$ cat src/rtl/mem_bus_arbiter_if.sv
// Bus bundle between the two requesters, the arbiter and the data-memory port.
// The arbiter takes the slave view; the requesters plus memory take the master view.
interface mem_bus_arbiter_if;
  logic        req0, req1;
  logic        we0, we1;
  logic [31:0] addr0, addr1;
  logic [31:0] wdata0, wdata1;
  logic        ack0, ack1;
  logic        err0, err1;
  logic [31:0] rdata0, rdata1;
  logic        mem_cs;
  logic        mem_we;
  logic [31:0] mem_addr;
  logic [31:0] mem_wdata;
  logic [31:0] mem_rdata;

  modport slave (
    input  req0, req1, we0, we1, addr0, addr1, wdata0, wdata1, mem_rdata,
    output ack0, ack1, err0, err1, rdata0, rdata1,
           mem_cs, mem_we, mem_addr, mem_wdata
  );

  modport master (
    output req0, req1, we0, we1, addr0, addr1, wdata0, wdata1, mem_rdata,
    input  ack0, ack1, err0, err1, rdata0, rdata1,
           mem_cs, mem_we, mem_addr, mem_wdata
  );
endinterface

$ cat src/rtl/mem_bus_arbiter.sv
// Round-robin arbiter sharing one data-memory port between two masters, with
// address-window decode, fixed-length memory access and Ack/Err response pulses.
module mem_bus_arbiter #(
  parameter int unsigned WAIT_CYCLES = 2,
  parameter logic [31:0] BASE        = 32'h0000_0500,
  parameter logic [31:0] LIMIT       = 32'h0000_08FF
) (
  input  logic             clk,
  input  logic             rst,
  mem_bus_arbiter_if.slave bus
);

  typedef enum logic [1:0] {IDLE, ACCESS, RESP, ERR} state_t;

  state_t      state, state_nxt;
  logic        gnt, gnt_nxt;
  logic        last, last_nxt;
  logic [3:0]  cnt, cnt_nxt;
  logic        lat_we, lat_we_nxt;
  logic [31:0] lat_addr, lat_addr_nxt;
  logic [31:0] lat_wdata, lat_wdata_nxt;
  logic [31:0] rdata0, rdata1;

  // Candidate selection: a lone request wins, a tie goes to the master that was not served last.
  logic        pick;
  logic        sel_we;
  logic [31:0] sel_addr;
  logic [31:0] sel_wdata;
  logic        in_window;

  always_comb begin
    pick      = (bus.req0 && bus.req1) ? ~last : bus.req1;
    sel_we    = pick ? bus.we1    : bus.we0;
    sel_addr  = pick ? bus.addr1  : bus.addr0;
    sel_wdata = pick ? bus.wdata1 : bus.wdata0;
    in_window = (sel_addr >= BASE) && (sel_addr <= LIMIT);
  end

  // NOTE: every signal written here gets its hold value first, so no path leaves it unassigned and no latch is inferred.
  always_comb begin
    state_nxt     = state;
    gnt_nxt       = gnt;
    last_nxt      = last;
    cnt_nxt       = cnt;
    lat_we_nxt    = lat_we;
    lat_addr_nxt  = lat_addr;
    lat_wdata_nxt = lat_wdata;
    case (state)
      IDLE: begin
        if (bus.req0 || bus.req1) begin
          gnt_nxt       = pick;
          last_nxt      = pick;
          lat_we_nxt    = sel_we;
          lat_addr_nxt  = sel_addr;
          lat_wdata_nxt = sel_wdata;
          cnt_nxt       = 4'(WAIT_CYCLES - 1);
          state_nxt     = in_window ? ACCESS : ERR;
        end
      end
      ACCESS: begin
        if (cnt == 4'd0) state_nxt = RESP;
        else             cnt_nxt   = cnt - 4'd1;
      end
      RESP:    state_nxt = IDLE;
      ERR:     state_nxt = IDLE;
      default: state_nxt = IDLE;
    endcase
  end

  // NOTE: sequential state uses non-blocking assignments so every register samples pre-edge values.
  always_ff @(posedge clk or posedge rst) begin
    if (rst) begin
      state     <= IDLE;
      gnt       <= 1'b0;
      last      <= 1'b1;
      cnt       <= 4'd0;
      lat_we    <= 1'b0;
      lat_addr  <= '0;
      lat_wdata <= '0;
    end else begin
      state     <= state_nxt;
      gnt       <= gnt_nxt;
      last      <= last_nxt;
      cnt       <= cnt_nxt;
      lat_we    <= lat_we_nxt;
      lat_addr  <= lat_addr_nxt;
      lat_wdata <= lat_wdata_nxt;
    end
  end

  // Read data is taken on the last access cycle straight into the served master's
  // register, so it is already valid in the Ack cycle and holds until the next read Ack.
  always_ff @(posedge clk or posedge rst) begin
    if (rst) begin
      rdata0 <= '0;
      rdata1 <= '0;
    end else if (state == ACCESS && cnt == 4'd0 && !lat_we) begin
      if (gnt) rdata1 <= bus.mem_rdata;
      else     rdata0 <= bus.mem_rdata;
    end
  end

  // Moore outputs; mem_cs follows the asynchronously reset state register.
  assign bus.mem_cs    = (state == ACCESS);
  assign bus.mem_we    = (state == ACCESS) && lat_we;
  assign bus.mem_addr  = (state == ACCESS) ? lat_addr  : '0;
  assign bus.mem_wdata = (state == ACCESS) ? lat_wdata : '0;
  assign bus.ack0      = (state == RESP) && !gnt;
  assign bus.ack1      = (state == RESP) &&  gnt;
  assign bus.err0      = (state == ERR)  && !gnt;
  assign bus.err1      = (state == ERR)  &&  gnt;
  assign bus.rdata0    = rdata0;
  assign bus.rdata1    = rdata1;

endmodule
$ cat src/flat_wrapper.sv
// flat-port wrapper written by rule: the top's interface ports become plain ports
module mem_bus_arbiter_flat 
#(
  parameter int unsigned WAIT_CYCLES = 2,
  parameter logic [31:0] BASE        = 32'h0000_0500,
  parameter logic [31:0] LIMIT       = 32'h0000_08FF
)
  (clk, rst, bus_req0, bus_req1, bus_we0, bus_we1, bus_addr0, bus_addr1, bus_wdata0, bus_wdata1, bus_mem_rdata, bus_ack0, bus_ack1, bus_err0, bus_err1, bus_rdata0, bus_rdata1, bus_mem_cs, bus_mem_we, bus_mem_addr, bus_mem_wdata);
  mem_bus_arbiter_if bus_i ();
  input  logic clk;
  input  logic rst;
  input wire logic [$bits(bus_i.req0)-1:0] bus_req0;
  input wire logic [$bits(bus_i.req1)-1:0] bus_req1;
  input wire logic [$bits(bus_i.we0)-1:0] bus_we0;
  input wire logic [$bits(bus_i.we1)-1:0] bus_we1;
  input wire logic [$bits(bus_i.addr0)-1:0] bus_addr0;
  input wire logic [$bits(bus_i.addr1)-1:0] bus_addr1;
  input wire logic [$bits(bus_i.wdata0)-1:0] bus_wdata0;
  input wire logic [$bits(bus_i.wdata1)-1:0] bus_wdata1;
  input wire logic [$bits(bus_i.mem_rdata)-1:0] bus_mem_rdata;
  output wire logic [$bits(bus_i.ack0)-1:0] bus_ack0;
  output wire logic [$bits(bus_i.ack1)-1:0] bus_ack1;
  output wire logic [$bits(bus_i.err0)-1:0] bus_err0;
  output wire logic [$bits(bus_i.err1)-1:0] bus_err1;
  output wire logic [$bits(bus_i.rdata0)-1:0] bus_rdata0;
  output wire logic [$bits(bus_i.rdata1)-1:0] bus_rdata1;
  output wire logic [$bits(bus_i.mem_cs)-1:0] bus_mem_cs;
  output wire logic [$bits(bus_i.mem_we)-1:0] bus_mem_we;
  output wire logic [$bits(bus_i.mem_addr)-1:0] bus_mem_addr;
  output wire logic [$bits(bus_i.mem_wdata)-1:0] bus_mem_wdata;
  assign bus_i.req0 = bus_req0;
  assign bus_i.req1 = bus_req1;
  assign bus_i.we0 = bus_we0;
  assign bus_i.we1 = bus_we1;
  assign bus_i.addr0 = bus_addr0;
  assign bus_i.addr1 = bus_addr1;
  assign bus_i.wdata0 = bus_wdata0;
  assign bus_i.wdata1 = bus_wdata1;
  assign bus_i.mem_rdata = bus_mem_rdata;
  assign bus_ack0 = bus_i.ack0;
  assign bus_ack1 = bus_i.ack1;
  assign bus_err0 = bus_i.err0;
  assign bus_err1 = bus_i.err1;
  assign bus_rdata0 = bus_i.rdata0;
  assign bus_rdata1 = bus_i.rdata1;
  assign bus_mem_cs = bus_i.mem_cs;
  assign bus_mem_we = bus_i.mem_we;
  assign bus_mem_addr = bus_i.mem_addr;
  assign bus_mem_wdata = bus_i.mem_wdata;
  mem_bus_arbiter #(.WAIT_CYCLES(WAIT_CYCLES), .BASE(BASE), .LIMIT(LIMIT)) u_core (.clk(clk), .rst(rst), .bus(bus_i));
endmodule
$ cat config.mk
export PLATFORM = sky130hd
export DESIGN_NAME = mem_bus_arbiter_flat
export DESIGN_NICKNAME = d
export VERILOG_FILES = /design/src/rtl/mem_bus_arbiter_if.sv /design/src/rtl/mem_bus_arbiter.sv /design/src/flat_wrapper.sv
export SDC_FILE = /design/constraint.sdc
export NUM_CORES = 1
export LEC_CHECK = 0
export CAP_MARGIN = 5
export CORE_AREA = 2 2 140 142
export DETAILED_ROUTE_END_ITERATION = 8
export DIE_AREA = 0 0 142 144
export GPL_ROUTABILITY_DRIVEN = 0
export PLACE_DENSITY_LB_ADDON = 0.1
export SLEW_MARGIN = 5
export SYNTH_ARGS = -nofsm -noshare
export SYNTH_HDL_FRONTEND = slang
export SYNTH_SLANG_ARGS = --single-unit
$ cat constraint.sdc
create_clock -name clk -period 6.5 [get_ports clk]
set_clock_uncertainty 0.1 [all_clocks]
set_input_delay 0.975 -clock clk [delete_from_list [all_inputs] [get_ports clk]]
set_output_delay 0.975 -clock clk [all_outputs]
set_load 0.01 [all_outputs]
Word-level counts from Yosys, hierarchy flattened

Index checks and enable logic that the tools add are counted.

Add/subtract/negate cells: 1
Order comparisons: 2
Equal/unequal tests: 6
Muxes and demuxes: 13
Bitwise logic cells: 2
Reductions and logical operators: 21

Operators with widths:

| operator               | count |
|---|---|
| $mux W32               | 4 |
| $ge A32 B11 Y1 const B | 1 |
| $le A32 B12 Y1 const B | 1 |
| $logic_and A1 B1 Y1    | 9 |
| $mux W4                | 2 |
| $pmux W4 S2            | 1 |
| $reduce_and A2 Y1      | 4 |
| $mux W2                | 3 |
| $pmux W2 S3            | 1 |
| $eq A2 B2 Y1 const B   | 2 |
| $logic_not A4 Y1       | 1 |
| $ne A2 B1 Y1 const B   | 2 |
| $sub A4 B1 Y4 const B  | 1 |
| $reduce_and A3 Y1      | 1 |
| $eq A2 B1 Y1 const B   | 1 |
| $logic_not A1 Y1       | 2 |
| $logic_not A2 Y1       | 1 |
| $mux W1                | 2 |
| $ne A2 B2 Y1 const B   | 1 |
| $not A1 Y1             | 2 |
| $reduce_bool A2 Y1     | 1 |
| $reduce_or A2 Y1       | 1 |
| $logic_or A1 B1 Y1     | 1 |

Register bits: 137
Input bits: 166
Output and inout port bits: 134
Logic and storage cells: 54

Longest topological paths before layout

Gate-level depths: netlist of the first run.

Word-level depth: 8
Depth in mapped cells: 7
Mapped depth without buffers: 6

Least setup slack after synthesis of the first run

No wires, ideal clock.

Path kind: register to output
Start: register u_core.state[1]
End: output bus_mem_addr[10]
Arrival: 1.333 ns
Required time: 5.425 ns
Slack: 4.092 ns
Cell stages (with the launch flop): 6
Path buffers: 2
Path through: dfrtp_1 > nand2b_2 > inv_2 > clkbuf_1 > clkbuf_1 > and2_1

Word-level cells in the longest chain between the ends: 2

RTL lines:

| what                   | RTL line               | source |
|---|---|---|
| start, declared        | mem_bus_arbiter.sv:15  | `state_t state, state_nxt;` |
| start signal, assigned | mem_bus_arbiter.sv:81  | `state <= state_nxt;` |
| $eq A2 B1 Y1           | mem_bus_arbiter.sv:106 | `assign bus.mem_addr = (state == ACCESS) ? lat_addr : '0;` |
| $mux W32               | mem_bus_arbiter.sv:106 |  |
| end, declared          | flat_wrapper.sv:29     | `output wire logic [$bits(bus_i.mem_addr)-1:0] bus_mem_addr;` |

Every way passes these cells.

Final worst setup path of the first run

Start: register u_core.state[1]
End: output bus_mem_wdata[7]

Word-level cells in the longest chain between the ends: 2

RTL lines:

| what          | RTL line               | source |
|---|---|---|
| $eq A2 B1 Y1  | mem_bus_arbiter.sv:107 | `assign bus.mem_wdata = (state == ACCESS) ? lat_wdata : '0;` |
| $mux W32      | mem_bus_arbiter.sv:107 |  |
| end, declared | flat_wrapper.sv:30     | `output wire logic [$bits(bus_i.mem_wdata)-1:0] bus_mem_wdata;` |

Every way passes these cells.

==> results of run 1 <==
## registers in the layout, summed over array words and instances, names as in the netlist, 2 cells and up
register	cells
u_core.state	2
u_core.lat_addr	32
u_core.cnt	4
u_core.lat_wdata	32
u_core.bus.rdata1	32
u_core.bus.rdata0	32
## tightest hold or removal path: cells and delay by family, from the launching register on
family / cells / cell delay [ns]
flip-flops: 1 / 0.33
AND/OR/NAND/NOR: 1 / 0.04
AO/OA/AOI/OAI: 1 / 0.06
## final timing paths
path,end,slack [ns],cells after the start
setup / recovery,bus_mem_wdata[7],2.76,4
hold / removal,u_core.lat_wdata[24]$_DFFE_PP0P_,0.37,2
setup reg to reg,u_core.bus.rdata0[22]$_DFFE_PP0P_,3.59,6
hold reg to reg,u_core.lat_wdata[24]$_DFFE_PP0P_,0.37,2
max in group asynchronous,u_core.bus.rdata1[29]$_DFFE_PP0P_,4.03,3
min in group asynchronous,u_core.bus.rdata1[31]$_DFFE_PP0P_,0.91,2
## per-layer routing
metal	share of wire [%]	track usage, %	wire (um)
met2	49	30.7	9100
met5	0	0	0
met3	7.0	5.60	1290
met1	42	21.7	7650
met4	1.9	6.37	357
## final cells by class
cell class	count	area, um^2	area share (%)
inverter	4	20.0	0.198
sequential	137	3430	33.9
timing repair buffer	304	3030	29.9
tap	238	298	2.94
multi-input combinational	381	2760	27.2
clock inverter	12	136	1.35
clock buffer	20	457	4.51
## power by group through the flow
stage	Sequential (uW)	Combinational, uW	Clock [uW]
2_1_floorplan	1550	863	0
3_3_place_gp	1490	1920	0
3_5_place_dp	1510	1940	0
4_1_cts	1500	1950	992
5_1_grt	1550	2090	1030
6_report	1500	1910	965
## metrics by stage
stage	instances	hold slack, ns	area, um^2
finish	1096	0.369	10100
global route	1096	0.393	10100
floorplan	557	0.342	6350
CTS	1096	0.375	10100
detailed placement	1064	0.362	9530
global placement	1064	0.355	9530
## cells in the mapped netlist, types with 3 or more instances
cell type	instances
buf_2	18
dfrtp_1	136
nor4_1	11
nor2b_1	4
nor2_1	8
and2_1	65
inv_1	3
mux2_2	64
mux2i_1	68
a21oi_1	3
buf_6	3
nand2_1	69
clkbuf_1	14
o21ai_0	65
## logic make-up after synthesis
kind of cell | after synthesis
simple gates | 170
flops | 137
mux | 133
compound gates | 77
buf+inv | 39
fa+ha+maj | 1
==> run summary, run 1 <==
Hold buffers post-CTS - 0
Max-Cap Viols - 0
CP max FO - 69
CTS-repair resized insts - 0
Total gr overflow - 0
Slew HR - 21.6%
Combinational share of power - 43.7%
Total number of vias - 5,115
Pin count of the biggest net entering global routing - 71
Net Count, Synth - 724
Synth top area cells - dfrtp_1 54%, mux2_2 11%, mux2i_1 11%
CP peak stage delay - 0.73 ns
Fin Setup TNS - 0 ns
Post-synthesis xor/xnor area fraction - 0%
Power, Total - 4370 uW
Switching share of power - 32.8%
CP Buf/Inv Count - 2
Final HPWL DP - 13,500 um
Clk buf depth - 2
Post-CTS Setup Inserts - 0
Worst-path cell chain - nand2b_2 -> inv_2 -> and2_1 -> clkdlybuf4s50_1
Ys Warns - 0
Adder-Cell Fraction of Synth Area - 0.197%
Post-synth top area share - 53.6%
DRC - 0
Leak - 0.00425 uW
DRT iter0 DRCs - 113
Largest family of logic cells by synthesized area - multiplexers
CP max-delay cell - inv_2
Ys flop type - dfrtp_1
Ports - 300
Fmax - 0.268 GHz
Slew Viols, Final - 0
Ant. Diodes - 0
Most common cell after layout, fill and taps aside - clkdlybuf4s50_1
Hold_sp - u_core.lat_wdata[24]$_DFFE_PP0P_
Final Critical Period - 3.74 ns
Worst-margin pin slew - 1.18 ns
H-tree depth - 4
Worst setup slack after layout - 2.76 ns
Synth Area in Simple Gates - 14.1%
First-pass DRT Iterations - 4
Wire per inst - 16.8 um
Final setup vio count - 0
Register share of total power - 34.2%
Fillers - 1,670
WL final - 18,400 um
HP Class - register to register
CTS clk-pin slew, worst paths - 0.06 ns
Cell variety after synth - 37
Status - finished, final reports clean
Post-route core utilization - 53.1%
Buffers on Ports - 299
Initial antenna violation count - 0
Fraction of registers with async set/reset - 100%
Commonest non-fill, non-tap cells in the layout - 299 x clkdlybuf4s50_1, 136 x dfrtp_1, 69 x nand2_1, 68 x mux2i_1
FF-to-FF Start - u_core.state[1]$_DFFE_PP0P_
Setup CP Type - register to output port
Place WS - 3.03 ns
Clock sink total - 137
Int Pwr - 2940 uW
Die height - 144 um
Clock share of power - 22.1%
Synth Area in Compound Gates - 6.39%
Clock Tree Root - clkbuf_16
Syn avg cell area - 11.4 um^2
Power Dens Cells - 432 nW/um^2
Req. time, crit path - 5.42 ns
Die Span X - 142 um
Std cell rows - 51
Final Hold Vio Count - 0
CP startpoint - u_core.state[1]$_DFFE_PP0P_
Post-synthesis cell area - 6350 um^2
Drt via density - 4.67
Final net count - 1,012
Yosys reg bits - 137
Overall routing resource usage - 18.0%
Worst-Skew Late Latency - 0.41 ns
Sequential cell area fraction in the yosys report - 54.0%
Post-synth EDFFs - 0
Synth area leader - dfrtp_1
RSZ-0062 raised after global routing - no
NetSw - 1440 uW
Initial Util - 33.3%
CTS Buf Count - 17
Synth Instances - 557
Worst Setup Start Kind - register
VDD IR max - 0.181 mV
Global-route wire length before repair - 28,400 um
Post-route ant nets - 0
Period utilization - 57.5%
CTS tree - yes
Vias in the first global route - 5,348
CP delay by family, top - buffers and inverters
P&R area growth vs syn - 59.5%
Share of cells above drive strength 1 - 12.8%
Post-synthesis mux area share - 22.3%
Die area - 20,400 um^2
Crit path capture type - output port
CORE AREA - 19,100 um^2
Crit path DAT - 2.66 ns
Note: power is estimated with default switching activity, not from simulation.
==> inputs of run 2 (changes only) <==
==> constraint.sdc (replaced) <==
create_clock -name clk -period 3.3 [get_ports clk]
set_clock_uncertainty 0.1 [all_clocks]
set_input_delay 0.495 -clock clk [delete_from_list [all_inputs] [get_ports clk]]
set_output_delay 0.495 -clock clk [all_outputs]
set_load 0.01 [all_outputs]
==> run 2 against run 1 <==
Net effect: count of clock-buffer cells in the layout fell by 1; final area up 0.85%; register-to-register slack worse by 2.7 ns; cell count rose by 0.46%; wire length is essentially flat; die area is the same; non-clock buffer count rose by 5; via count decreased by 0.14%; critical path type unchanged; largest cell class unchanged.
==> run summary, run 2 (same netlist as run 1, synthesis figures left out) <==
Overall routing resource usage - 18.0%
Hold endpoint - u_core.lat_addr[8]$_DFFE_PP0P_
Hold depth - 2
Final Hold Vio Count - 0
Place WS - 0.870 ns
Slew Viols, Final - 0
Final net count - 1,017
VDD IR max - 0.378 mV
Initial antenna violation count - 0
FF-to-FF path depth - 7
Clk buf depth - 2
Total gr overflow - 0
Internal reg-to-reg setup slack - 0.90 ns
Final HPWL DP - 13,600 um
FF-to-FF End - u_core.bus.rdata0[13]$_DFFE_PP0P_
CP max FO - 37
Slew HR - 52.1%
Setup CP Type - register to output port
Clock sink total - 137
CTS tree - yes
CTS clk-pin slew, worst paths - 0.06 ns
Total number of vias - 5,108
CORE AREA - 19,100 um^2
Fmax - 0.356 GHz
Ports - 300
WL final - 18,400 um
Pin count of the biggest net entering global routing - 138
H-tree depth - 4
Worst-margin pin slew - 0.719 ns
Hold buffers post-CTS - 0
Buffers on Ports - 299
First-pass DRT Iterations - 4
Hold_sp - u_core.lat_addr[8]$_DFFE_PP0P_
Std cell rows - 51
Max-Cap Viols - 0
RSZ-0062 raised after global routing - no
Final setup vio count - 0
DRT iter0 DRCs - 166
Crit path DAT - 2.22 ns
CTS-repair resized insts - 0
Post-route ant nets - 0
Clock Tree Root - clkbuf_16
CTS Buf Count - 17
Die area - 20,400 um^2
Share of cells above drive strength 1 - 13.2%
Worst setup slack after layout - 0.489 ns
P&R area growth vs syn - 60.9%
Drt via density - 4.64
Final Critical Period - 2.81 ns
Vias in the first global route - 5,292
Worst Setup Start Kind - register
Power Dens Cells - 858 nW/um^2
Ant. Diodes - 0
Fin Setup TNS - 0 ns
Wire per inst - 16.7 um
Global-route wire length before repair - 28,300 um
Status - finished, final reports clean
Req. time, crit path - 2.70 ns
Period utilization - 85.2%
FF-to-FF Start - u_core.state[1]$_DFFE_PP0P_
Die height - 144 um
Die Span X - 142 um
Commonest non-fill, non-tap cells in the layout - 299 x clkdlybuf4s50_1, 136 x dfrtp_1, 69 x nand2_1, 68 x mux2i_1
Worst-Skew Late Latency - 0.41 ns
Leak - 0.00429 uW
CP startpoint - u_core.state[1]$_DFFE_PP0P_
Most common cell after layout, fill and taps aside - clkdlybuf4s50_1
HP Class - register to register
Crit path capture type - output port
DRC - 0
Initial Util - 33.3%
Power, Total - 8760 uW
Post-CTS Setup Inserts - 0
-- run 2: stage by stage --
step / util (%) / hold WS, ns / area, um^2 / cells
4_1_cts: 53.5 / 0.376 / 10200 / 1101
3_3_place_gp: 50.3 / 0.355 / 9590 / 1069
2_1_floorplan: - / 0.342 / 6350 / 557
6_report: 53.5 / 0.371 / 10200 / 1101
3_5_place_dp: 50.3 / 0.362 / 9590 / 1069
5_1_grt: 53.5 / 0.397 / 10200 / 1101
-- run 2: worst max-delay path by stage --
stage                                        end  slack, ns  depth (start not counted)
6_report                       bus_mem_wdata[31]       0.49                          5
5_1_grt                        bus_mem_wdata[22]       0.34                          5
4_1_cts                        bus_mem_wdata[16]       0.46                          5
3_5_place_dp   u_core.bus.rdata0[19]$_DFFE_PP0P_       0.87                          7
3_3_place_gp   u_core.bus.rdata0[25]$_DFFE_PP0P_       0.90                          7
2_1_floorplan   u_core.bus.rdata0[0]$_DFFE_PP0P_        1.0                          1
-- run 2: report_power, final --
| part | switching, uW | total (uW) | internal, uW |
|---|---|---|---|
| sequential | 444 | 2950 | 2510 |
| clock | 771 | 2000 | 1230 |
| combinational | 1660 | 3810 | 2140 |
| total | 2880 | 8760 | 5880 |
-- run 2: critical path, cell delays in order, from the launching register on --
cell and delay, ns:
dfrtp_1 0.42, nand2b_2 0.26, inv_2 0.08, buf_4 0.29, and2_1 0.21, clkdlybuf4s50_1 0.54
-- run 2: layout make-up --
class	count	area [um^2]
Multi-Input combinational cell	381	2750
Fill cell	1693	8870
Tap cell	238	298
Timing Repair Buffer	309	3090
Clock inverter	13	180
Sequential cell	137	3430
Clock buffer	19	443
Inverter	4	18.8
-- run 2: metal layers --
layer,vias to the layer above,track usage [%],wire length (um)
li1,2505,-,-
met1,2396,22.0,7780
met2,182,30.5,9080
met3,25,4.83,1140
met4,0,6.53,390
met5,-,0,0
==> inputs of run 3 (changes only) <==
==> constraint.sdc (replaced) <==
create_clock -name clk -period 3.4 [get_ports clk]
set_clock_uncertainty 0.1 [all_clocks]
set_input_delay 0.51 -clock clk [delete_from_list [all_inputs] [get_ports clk]]
set_output_delay 0.51 -clock clk [all_outputs]
set_load 0.01 [all_outputs]
==> run 3 against run 2 <==
Net effect: first-iteration DRC count increased by 14%; core utilization increased by 0.15 points; sequential share of layout area decreased by 0.094 points; cell count increased by 0.18%; sequential cell count unchanged; global-route usage decreased by 0.075 points; sequential power decreased by 3%; clock power decreased by 6%.
==> run summary, run 3 (same netlist as run 1, synthesis figures left out) <==
Initial Util - 33.3%
Slew Viols, Final - 0
Power, Total - 8480 uW
Met3 Use GR - 6.09%
Post-CTS Setup Inserts - 0
DRC - 0
DRT iter0 DRCs - 189
Overall routing resource usage - 17.9%
VDD IR max - 0.366 mV
Share of cells above drive strength 1 - 13.5%
Initial antenna violation count - 0
Global-route wire length before repair - 28,500 um
CTS tree - yes
Std cell rows - 51
HP Class - register to register
Final Critical Period - 3.05 ns
Period utilization - 89.8%
CORE AREA - 19,100 um^2
Total gr overflow - 0
Buffers on Ports - 299
Crit path capture type - output port
Status - finished, final reports clean
CP peak stage delay - 0.54 ns
Ports - 300
Slew HR - 50.1%
Most common cell after layout, fill and taps aside - clkdlybuf4s50_1
Gr busiest metal - met2
Worst-margin pin slew - 0.747 ns
P&R area growth vs syn - 61.3%
CP max FO - 37
Power Dens Cells - 828 nW/um^2
CP delay by family, top - buffers and inverters
Met1 Resource Use GR - 22.1%
First-pass DRT Iterations - 5
Worst Setup Start Kind - register
Worst-Skew Late Latency - 0.41 ns
RSZ-0062 raised after global routing - no
CTS clk-pin slew, worst paths - 0.06 ns
CP max-delay cell - clkdlybuf4s50_1
Final setup vio count - 0
Ant. Diodes - 0
Max-Cap Viols - 0
Die area - 20,400 um^2
Met2 usage - 29.6%
Fin Setup TNS - 0 ns
Leak - 0.00430 uW
Worst-path cell chain - nand2b_2 -> inv_2 -> buf_12 -> and2_1 -> clkdlybuf4s50_1
Req. time, crit path - 2.79 ns
H-tree depth - 4
Post-route ant nets - 0
Die Span X - 142 um
Final HPWL DP - 13,600 um
Hold buffers post-CTS - 0
Wire per inst - 16.7 um
Commonest non-fill, non-tap cells in the layout - 299 x clkdlybuf4s50_1, 136 x dfrtp_1, 69 x nand2_1, 68 x mux2i_1
Clock Tree Root - clkbuf_16
Hold WS - 0.372 ns
Total number of vias - 5,181
Vias in the first global route - 5,271
Clk buf depth - 2
WL final - 18,400 um
Crit path DAT - 2.44 ns
CTS Buf Count - 17
CTS-repair resized insts - 0
Pin count of the biggest net entering global routing - 138
Fmax - 0.328 GHz
Final net count - 1,019
Setup CP Type - register to output port
Final Hold Vio Count - 0
Clock sink total - 137
CP Buf/Inv Count - 3
Drt via density - 4.70
Die height - 144 um
## run 3: cell types whose count changed in the layout (fill, tap and decap cells not counted)
cell,before,now
bufinv_16,3,2
clkbuf_1,1,0
clkbuf_8,1,2
inv_8,2,3
clkinvlp_4,3,5
inv_6,5,3
buf_12,2,4
## run 3: where the power goes
part | leakage [uW] | switching (uW) | internal [uW] | total, uW
registers | 0.00167 | 423 | 2430 | 2860
logic | 0.00234 | 1620 | 2110 | 3730
clock network | 0.000289 | 750 | 1140 | 1890
## run 3: stage by stage
| stage | worst slack [ns] | util [%] | cell area, um^2 | std cells |
|---|---|---|---|---|
| 3_5_place_dp | 0.708 | 50.5 | 9630 | 1071 |
| 6_report | 0.348 | 53.7 | 10200 | 1103 |
| 4_1_cts | 0.276 | 53.7 | 10200 | 1103 |
| 2_1_floorplan | 1.08 | - | 6350 | 557 |
| 3_3_place_gp | 0.766 | 50.5 | 9630 | 1071 |
| 5_1_grt | 0.199 | 53.7 | 10200 | 1103 |
## run 3: path summary, 6_finish.rpt
check | from | end | slack (ns) | depth (start not counted)
setup / recovery | u_core.state[1]$_DFFE_PP0P_ | bus_mem_wdata[16] | 0.35 | 5
hold / removal | u_core.lat_addr[17]$_DFFE_PP0P_ | u_core.lat_addr[17]$_DFFE_PP0P_ | 0.37 | 2
setup reg to reg | u_core.state[1]$_DFFE_PP0P_ | u_core.bus.rdata0[5]$_DFFE_PP0P_ | 0.94 | 6
hold reg to reg | u_core.lat_addr[17]$_DFFE_PP0P_ | u_core.lat_addr[17]$_DFFE_PP0P_ | 0.37 | 2
max in group asynchronous | rst | u_core.lat_we$_DFFE_PP0P_ | 2.10 | 3
min in group asynchronous | rst | u_core.bus.rdata1[1]$_DFFE_PP0P_ | 0.60 | 3
## run 3: worst reg2reg max path: cells and delay by family (launching register included)
family / cells / cell delay (ns)
buffers and inverters: 2 / 0.82
DFF: 1 / 0.41
muxes: 1 / 0.41
and+or+nand+nor: 3 / 0.61
## run 3: layer usage
metal | part of all wire [%] | up-vias
met1 | 42 | 2451
met2 | 49 | 190
met4 | 1.7 | 0
met5 | 0 | -
met3 | 7.1 | 23
li1 | - | 2517
## run 3: final cells by class
class                   count  area, um^2
clock buffers              19         453
flip-flops and latches    137        3430
well taps                 238         298
multi-input cells         381        2750
repair buffers            311        3130
fillers                  1655        8840
clock inverters            13         159
inverters                   4        18.8
